<file path="src/rtl/start_screen_sequencer.sv">
// Start-screen palette sequencer.
// Chooses the palette index for each pixel of the title screen. It blinks the
// "press start" prompt in attract mode and runs a short highlight flash after
// start is pressed. When the sequence completes, it hands control to the game
// FSM with a one-cycle start_game pulse.
module start_screen_sequencer #(
    parameter int         BLINK_FRAMES  = 30,
    parameter int         FLASH_FRAMES  = 4,
    parameter int         FLASH_TOGGLES = 6,
    parameter logic [3:0] IDX_BG        = 4'h0,
    parameter logic [3:0] IDX_HILITE    = 4'h1,
    parameter logic [3:0] IDX_TEXT      = 4'h2
) (
    input  logic       Clk,
    input  logic       Reset,
    input  logic       vsync,
    input  logic       start_btn,
    input  logic       return_title,
    input  logic       title_hit,
    input  logic       prompt_hit,
    output logic [3:0] color_idx,
    output logic       start_game,
    output logic       screen_active
);

    localparam int MAX_FRAMES = (BLINK_FRAMES > FLASH_FRAMES) ? BLINK_FRAMES : FLASH_FRAMES;
    localparam int FC_W       = $clog2(MAX_FRAMES + 1);
    localparam int TC_W       = $clog2(FLASH_TOGGLES + 1);

    localparam logic [FC_W-1:0] BLINK_LAST = FC_W'(BLINK_FRAMES - 1);
    localparam logic [FC_W-1:0] FLASH_LAST = FC_W'(FLASH_FRAMES - 1);
    localparam logic [TC_W-1:0] TOG_LAST   = TC_W'(FLASH_TOGGLES - 1);

    typedef enum logic [1:0] {
        ATTRACT = 2'd0,
        FLASH   = 2'd1,
        LAUNCH  = 2'd2,
        DONE    = 2'd3
    } state_t;

    state_t          state;
    logic [FC_W-1:0] frame_cnt;
    logic [TC_W-1:0] tog_cnt;
    logic            text_on;
    logic            vsync_q;
    logic            start_q;
    logic            frame_pulse;
    logic            start_press;

    // Rising edges of vsync and the start button; both last a single cycle.
    assign frame_pulse = vsync & ~vsync_q;
    assign start_press = start_btn & ~start_q;

    // Palette index for one pixel, given the sequencer state and the sprite hits.
    function automatic logic [3:0] pick_color(input state_t st, input logic txt,
                                              input logic title, input logic prompt);
        logic [3:0] c;
        c = IDX_BG;
        case (st)
            ATTRACT: begin
                if (title)       c = IDX_TEXT;
                else if (prompt) c = txt ? IDX_HILITE : IDX_BG;
            end
            FLASH: begin
                if (title)       c = txt ? IDX_HILITE : IDX_TEXT;
                else if (prompt) c = txt ? IDX_HILITE : IDX_BG;
            end
            default: c = IDX_BG;
        endcase
        return c;
    endfunction

    // Edge-detect history; reset loads the live level so a held input is not an edge.
    always_ff @(posedge Clk) begin
        vsync_q <= vsync;
        start_q <= start_btn;
    end

    // Sequencer FSM: blink/flash counters, launch pulse and screen ownership.
    always_ff @(posedge Clk) begin
        if (Reset) begin
            state         <= ATTRACT;
            frame_cnt     <= '0;
            tog_cnt       <= '0;
            text_on       <= 1'b1;
            start_game    <= 1'b0;
            screen_active <= 1'b1;
        end else begin
            start_game <= 1'b0;
            case (state)
                ATTRACT: begin
                    // A start press in the same cycle as a frame edge wins; the edge is dropped.
                    if (start_press) begin
                        state     <= FLASH;
                        frame_cnt <= '0;
                        tog_cnt   <= '0;
                        text_on   <= 1'b1;
                    end else if (frame_pulse) begin
                        if (frame_cnt == BLINK_LAST) begin
                            frame_cnt <= '0;
                            text_on   <= ~text_on;
                        end else begin
                            frame_cnt <= frame_cnt + 1'b1;
                        end
                    end
                end
                FLASH: begin
                    if (frame_pulse) begin
                        if (frame_cnt == FLASH_LAST) begin
                            frame_cnt <= '0;
                            text_on   <= ~text_on;
                            tog_cnt   <= tog_cnt + 1'b1;
                            if (tog_cnt == TOG_LAST) begin
                                state      <= LAUNCH;
                                start_game <= 1'b1;
                            end
                        end else begin
                            frame_cnt <= frame_cnt + 1'b1;
                        end
                    end
                end
                LAUNCH: begin
                    state         <= DONE;
                    screen_active <= 1'b0;
                end
                DONE: begin
                    if (return_title) begin
                        state         <= ATTRACT;
                        frame_cnt     <= '0;
                        tog_cnt       <= '0;
                        text_on       <= 1'b1;
                        screen_active <= 1'b1;
                    end
                end
                default: begin
                    state <= ATTRACT;
                end
            endcase
        end
    end

    // Registered pixel path: one cycle of latency from hit inputs to palette index.
    always_ff @(posedge Clk) begin
        if (Reset) color_idx <= IDX_BG;
        else       color_idx <= pick_color(state, text_on, title_hit, prompt_hit);
    end

endmodule

</file>
<file path="config.mk">
export PLATFORM = sky130hd
export DESIGN_NAME = start_screen_sequencer
export DESIGN_NICKNAME = d
export VERILOG_FILES = /design/src/rtl/start_screen_sequencer.sv
export SDC_FILE = /design/constraint.sdc
export NUM_CORES = 1
export LEC_CHECK = 0
export ABC_CLOCK_PERIOD_IN_PS = 2029
export CORE_MARGIN = 5
export CORE_UTILIZATION = 52
export CTS_CLUSTER_SIZE = 12
export DETAILED_ROUTE_END_ITERATION = 8
export GPL_TIMING_DRIVEN = 0
export PLACE_DENSITY = 0.8
export SLEW_MARGIN = 15
export SYNTH_ARGS = -nofsm -noshare
export SYNTH_HDL_FRONTEND = slang
export SYNTH_SLANG_ARGS = --single-unit
</file>
<file path="constraint.sdc">
create_clock -name Clk -period 2.03 [get_ports Clk]
set_clock_uncertainty 0.05 [all_clocks]
set_input_delay 0.203 -clock Clk [delete_from_list [all_inputs] [get_ports Clk]]
set_output_delay 0.203 -clock Clk [all_outputs]
set_load 0.1 [all_outputs]
</file>
==> results.ini, run 1 <==
[cts]
clkLatencyLatePin_ns=0.29
htreeDepth=1
clockBufferDepth=2
clock_sinks=17
tritoncts=done
clk_pin_slew_ns=0.10
numCtsBuffers=3
root_buffer=clkbuf_4

[drt]
ant_nets=0
vias=881
dr.pass1.iters=4
wirelength_mm=2.11
wl_per_cell_um=14.1
viasPerCell=5.87
first_iter_violations=21
drc=0

[sta]
whs_ns=0.363
slew_headroom_pct=35.3
final_max_slew_viol_count=0
layout_min_cycle_time_ns=1.99
max_freq_ghz=0.503
setup_tns_ns=0
hold_viol_final=0
worst_pin_slew_ns=0.969
worst_slack_ns=0.0411
setup_violations=0
period_share_pct=98.0

[synthesis]
synth_area_leaders=dfxtp_1 35%, ha_1 12%, inv_1 4.3%
synthAdderAreaFrac_pct=11.7
postSynthCellCount=108
synthSimpleGateAreaFrac_pct=22.9
synth.most_common_cell=dfxtp_1
synth_edf_count=0
yosysTopAreaCell=dfxtp_1
synth_compound_area_share_pct=21.4
synth-main-ff-cell=dfxtp_1
ys_async_sr_fraction_pct=0
synth_top_area_share_pct=35.3
synth_cell_types=42
synth_top_family_by_area=simple AND/OR/NAND/NOR gates
yosys_warnings=0
synth_xor_area_share_pct=0.909
syn_area_per_cell_um2=8.92
synth_common_cells=17 x dfxtp_1, 11 x inv_1, 9 x ha_1
syn_area_um2=963
synth.area.mux_share_pct=0
synth_seq_cells=17
seq_area_frac_synth_pct=35.3

[power]
peakVddDrop_mv=0.810
switching_share_pct=46.8
combPwrFrac_pct=59.6
p_per_area_mw_per_mm2=1300
clkPwrFrac_pct=11.7
seq_power_share_pct=28.7
power.net_switching_mw=0.728
power_mw=1.55
p_int_mw=0.826
leakage_nw=0.486

[place]
pre_cts_slack_ns=0.0626
portBuffers=10
placed_area_mm2=0.00110
hpwlAfterDp_mm=1.45
placed_cells=144
gp_congestion=0.752

[setup_path]
startpoint=start_game
worstPathMaxFanout=1
max_stage_delay_ns=1.12
reg2reg_from=state[1]
cpLargestDelayFamily=buffers and inverters
r2r_cells=8
cp_data_arrival_time_ns=1.74
regToRegEndpoint=frame_cnt[3]
r2r_setup_slack_ns=0.06
cp-start-kind=flop
crit_type=flop to output port
required_ns=1.78
path_buf_inv=1
crit_chain=clkdlybuf4s50_1
critPathSlowestCell=clkdlybuf4s50_1
endpoint_kind=output port

[floorplan]
pin_count=13
rows=15
die_h_um=53.0
dieArea_mm2=0.00281
core_area_mm2=0.00175
start_util_pct=55.2
die_w_um=53.0

[grt]
grt_pass1_vias=793
grt.total_usage_pct=15.5
grt_first_pass_wirelength_mm=3.22
overflow=0
antenna_found_initial=0
grt_max_degree=11

[final_layout]
num-fill-cells=150
syn2layout_area_growth_pct=24.4
diodes=0
fin_nets=142
layout-drive-gt1-share_pct=19.2
final_util_pct=68.7
fin_area_mm2=0.00120
instances_no_fill=150

[job]
maxCapViolations=0

[status]
run_status=completed

[min_path]
hold_start=vsync
worstHoldPathCells=1
hold_class=input pin to flop
min_to=vsync_q

layout by cell type (no fill, tap or decap), types with 3 or more instances in the layout:
| cell | count |
|---|---|
| dfxtp_1 | 16 |
| inv_1 | 11 |
| ha_1 | 8 |
| nor2_1 | 7 |
| clkdlybuf4s50_1 | 7 |
| nand2_1 | 5 |
| a21oi_1 | 5 |
| nand2b_1 | 4 |
| nand3_1 | 4 |
| buf_4 | 4 |
| nand4_1 | 3 |
| nor3_1 | 3 |
| clkbuf_4 | 3 |
power groups by stage:
stage / logic (mW) / registers (mW) / clock network (mW)
after floorplan: 0.507 / 0.570 / 0
after global placement: 0.758 / 0.449 / 0
after detailed placement: 0.783 / 0.453 / 0
after CTS: 0.785 / 0.444 / 0.187
after global routing: 1.00 / 0.455 / 0.206
final: 0.927 / 0.445 / 0.182
per-layer routing:
metal | global-route usage [%] | share of wire, % | vias up
met4 | 8.94 | 1.4 | 0
met3 | 3.38 | 5.0 | 4
li1 | - | - | 421
met5 | 0 | 0 | -
met2 | 28.7 | 52 | 27
met1 | 15.7 | 41 | 429
sequential cells by signal, summed over array words and instances (netlist names):
name,count
frame_cnt,5
state,2
text_on,1
color_idx,2
screen_active,1
start_q,1
start_game,1
tog_cnt,3
vsync_q,1
timing repair:
action	CTS	global route
pin swaps	0	4
gates cloned	0	0
endpoints found under the hold margin	0	0
gates resized for setup	1	12
hold buffers	0	0
endpoints found under the setup margin	1	6
buffers inserted	0	2
worst max-delay path by stage:
stage                         to  slack [ns]  cells past startpoint
finish                start_game        0.04                      1
global route        frame_cnt[3]       -0.06                      8
CTS                 color_idx[0]        0.02                      1
detailed placement  frame_cnt[2]        0.06                      7
global placement    frame_cnt[2]        0.12                      7
floorplan           frame_cnt[2]        0.26                      7
final cells by class:
type / instances / area, um^2 / share of cell area (%)
multi-input cells: 77 / 608 / 50.7
clock inverters: 1 / 5.00 / 0.418
plain buffers: 4 / 30.0 / 2.51
repair buffers: 12 / 119 / 9.92
flip-flops and latches: 17 / 342 / 28.5
clock buffers: 3 / 22.5 / 1.88
inverters: 11 / 41.3 / 3.44
well taps: 25 / 31.3 / 2.61
cell families (layout without fill, tap and decap cells):
family          count (synthesis)  after routing
compound gates                 26             26
xor+xnor                        1              1
fa+ha+maj                       9              9
buf+inv                        15             31
flops                          17             17
other cells                     1              2
simple gates                   39             39
Power figures use the tool's default switching activity.
==> run 2, diff against run 1 <==
--- a/config.mk
+++ b/config.mk
@@ -5,13 +5,13 @@
 export SDC_FILE = /design/constraint.sdc
 export NUM_CORES = 1
 export LEC_CHECK = 0
-export ABC_CLOCK_PERIOD_IN_PS = 2029
+export ABC_CLOCK_PERIOD_IN_PS = 1660
 export CORE_MARGIN = 5
-export CORE_UTILIZATION = 52
+export CORE_UTILIZATION = 45
 export CTS_CLUSTER_SIZE = 12
 export DETAILED_ROUTE_END_ITERATION = 8
 export GPL_TIMING_DRIVEN = 0
-export PLACE_DENSITY = 0.8
+export PLACE_DENSITY = 0.74
 export SLEW_MARGIN = 15
 export SYNTH_ARGS = -nofsm -noshare
 export SYNTH_HDL_FRONTEND = slang
==> constraint.sdc (replaced) <==
create_clock -name Clk -period 1.66 [get_ports Clk]
set_clock_uncertainty 0.05 [all_clocks]
set_input_delay 0.498 -clock Clk [delete_from_list [all_inputs] [get_ports Clk]]
set_output_delay 0.498 -clock Clk [all_outputs]
set_load 0.1 [all_outputs]
==> run 2 against run 1 <==
Against the previous run:
- cell area is 20% higher
- global-route usage is 0.33 points lower
- sequential share of layout area is 4.3 points lower
- power is 56% higher
- core utilization is 3.1 points higher
- worst hold slack better by 0.046 ns
- routed wire length is 13% higher
- non-clock buffer count is 17 higher
- largest cell class unchanged
- highest routed layer unchanged
- the run now ends with negative setup slack left
==> results.ini, run 2 (synthesized netlist as in run 1, its figures left out) <==
[status]
run_status=complete, but fails checks
violations=negative setup slack

[cts]
htreeDepth=1  ; unchanged
numCtsBuffers=3  ; unchanged
ctsHoldBuffers=0  ; unchanged
clock_sinks=17  ; unchanged
clockBufferDepth=2  ; unchanged
tritoncts=done
clk_pin_slew_ns=0.11  ; about the same
root_buffer=clkbuf_4
clkLatencyLatePin_ns=0.30  ; about the same

[drt]
wl_per_cell_um=14.2  ; +0.68%
dr.pass1.iters=4  ; unchanged
ant_nets=0  ; unchanged
drc=0  ; unchanged
vias=904  ; +2.6%
viasPerCell=5.35  ; -8.9%
wirelength_mm=2.40  ; +13%
first_iter_violations=5  ; -76%

[grt]
grt_first_pass_wirelength_mm=3.72  ; +16%
grt_pass1_vias=825  ; +4.0%
grt_max_degree=11  ; unchanged
overflow=0  ; unchanged
grt.total_usage_pct=15.2  ; -0.33 points
antenna_found_initial=0  ; unchanged

[sta]
max_freq_ghz=0.578
final_max_slew_viol_count=0  ; unchanged
hold_viol_final=0  ; unchanged
layout_min_cycle_time_ns=1.73
whs_ns=0.410  ; +0.0464 ns
rsz0062_at_grt=true
setup_violations=7  ; +7
setup_tns_ns=-0.193  ; -0.193 ns
period_share_pct=104
worst_slack_ns=-0.0707  ; -0.112 ns

[place]
hpwlAfterDp_mm=1.44  ; -1.2%
pre_cts_slack_ns=-0.542  ; -0.604 ns
gp_congestion=0.782  ; +4.1%
placed_cells=146  ; +1.4%
portBuffers=10  ; unchanged

[final_layout]
top_register=frame_cnt
top_regs=frame_cnt: 5 flops, tog_cnt: 3 flops
fin_nets=159  ; +12%
layout_commonest_cell=buf_4
syn2layout_area_growth_pct=49.2
largest_reg_flops=5  ; unchanged
final_util_pct=71.8  ; +3.1 points
mostFrequentLayoutCells=20 x buf_4, 13 x dfxtp_1, 8 x inv_1
instances_no_fill=169  ; +13%
layout-drive-gt1-share_pct=43.7  ; +24 points
diodes=0  ; unchanged

[power]
seq_power_share_pct=23.1  ; -5.6 points
peakVddDrop_mv=0.985  ; +22%
p_per_area_mw_per_mm2=1690  ; +30%
switching_share_pct=43.9  ; -2.9 points
clkPwrFrac_pct=9.6  ; -2.1 points
power.net_switching_mw=1.07  ; +47%
combPwrFrac_pct=67.2  ; +7.6 points
p_int_mw=1.36  ; +65%
leakage_nw=0.574  ; +18%

[floorplan]
core_area_mm2=0.00200  ; +15%
pin_count=13  ; unchanged
rows=16  ; +1
dieArea_mm2=0.00317  ; +13%
start_util_pct=48.1  ; -7.1 points
die_h_um=56.3  ; +6.1%
die_w_um=56.3  ; +6.1%

[min_path]
hold_start=start_btn
hold_class=input pin to flop
worstHoldPathCells=1  ; unchanged
min_to=start_q

[setup_path]
worstPathMaxFanout=5  ; +4
reg2reg_from=state[1]
crit_type=flop to flop
cp_data_arrival_time_ns=1.91  ; +0.17 ns
endpoint_kind=flop
r2r_setup_slack_ns=-0.07  ; -0.13 ns
cp-start-kind=flop
r2r_cells=7  ; -1
required_ns=1.84  ; +0.06 ns
regToRegEndpoint=frame_cnt[1]

[job]
maxCapViolations=0  ; unchanged

==> run 2: repair_timing <==
item                                    in CTS  in global routing
endpoints found under the setup margin      15                  8
resized for setup                           44                  6
buffers inserted                            15                  5
pin swaps                                    8                  7
==> run 2: cell type report <==
cell class,instances,area [um^2]
inverter,11,43.8
sequential,17,348
timing repair buffer,30,243
tap,27,33.8
clock inverter,1,5.00
clock buffer,3,22.5
fill,148,564
multi-input combinational,77,722
buffer,3,20.0
==> run 2: metal layers <==
layer  track usage (%)  routed length [um]  share of wire [%]  up-vias
met4              9.15                  55                2.3        0
li1                  -                   -                  -      457
met3              3.44                  81                3.4        6
met1              18.0                1050                 44      430
met2              24.7                1210                 50       11
met5                 0                   0                  0        -
==> run 2: worst max-delay path by stage <==
stage	start	endpoint	slack (ns)
floorplan	state[1]	frame_cnt[4]	-0.007
global placement	vsync	frame_cnt[1]	-0.51
detailed placement	vsync	frame_cnt[1]	-0.54
CTS	state[1]	frame_cnt[4]	-0.08
global route	state[1]	frame_cnt[1]	-0.13
finish	state[1]	frame_cnt[1]	-0.07
==> run 2: critical path, stage by stage (launching register included) <==
cell,delay [ns]
dfxtp_2,0.35
inv_4,0.06
ha_4,0.16
nor3b_4,0.06
buf_4,0.14
o311a_4,0.39
a31o_4,0.25
a211oi_2,0.20
==> run 2: power by group through the flow <==
stage / logic, mW / registers (mW) / clock network (mW)
2_1_floorplan: 0.715 / 0.711 / 0
3_3_place_gp: 1.03 / 0.562 / 0
3_5_place_dp: 1.05 / 0.566 / 0
4_1_cts: 1.44 / 0.555 / 0.234
5_1_grt: 1.76 / 0.574 / 0.262
6_report: 1.63 / 0.563 / 0.234
==> run 2: per-stage QoR <==
step	area (um^2)	total power, mW
5_1_grt	1440	2.59
3_5_place_dp	1150	1.62
3_3_place_gp	1150	1.59
4_1_cts	1360	2.23
2_1_floorplan	1020	1.43
6_report	1440	2.43
==> run 3, diff against run 2 <==
--- a/config.mk
+++ b/config.mk
@@ -12,7 +12,6 @@
 export DETAILED_ROUTE_END_ITERATION = 8
 export GPL_TIMING_DRIVEN = 0
 export PLACE_DENSITY = 0.74
-export SLEW_MARGIN = 15
 export SYNTH_ARGS = -nofsm -noshare
 export SYNTH_HDL_FRONTEND = slang
 export SYNTH_SLANG_ARGS = --single-unit
==> results of run 3 <==
The final DEF is identical to that of run 2; final timing and power are the same.
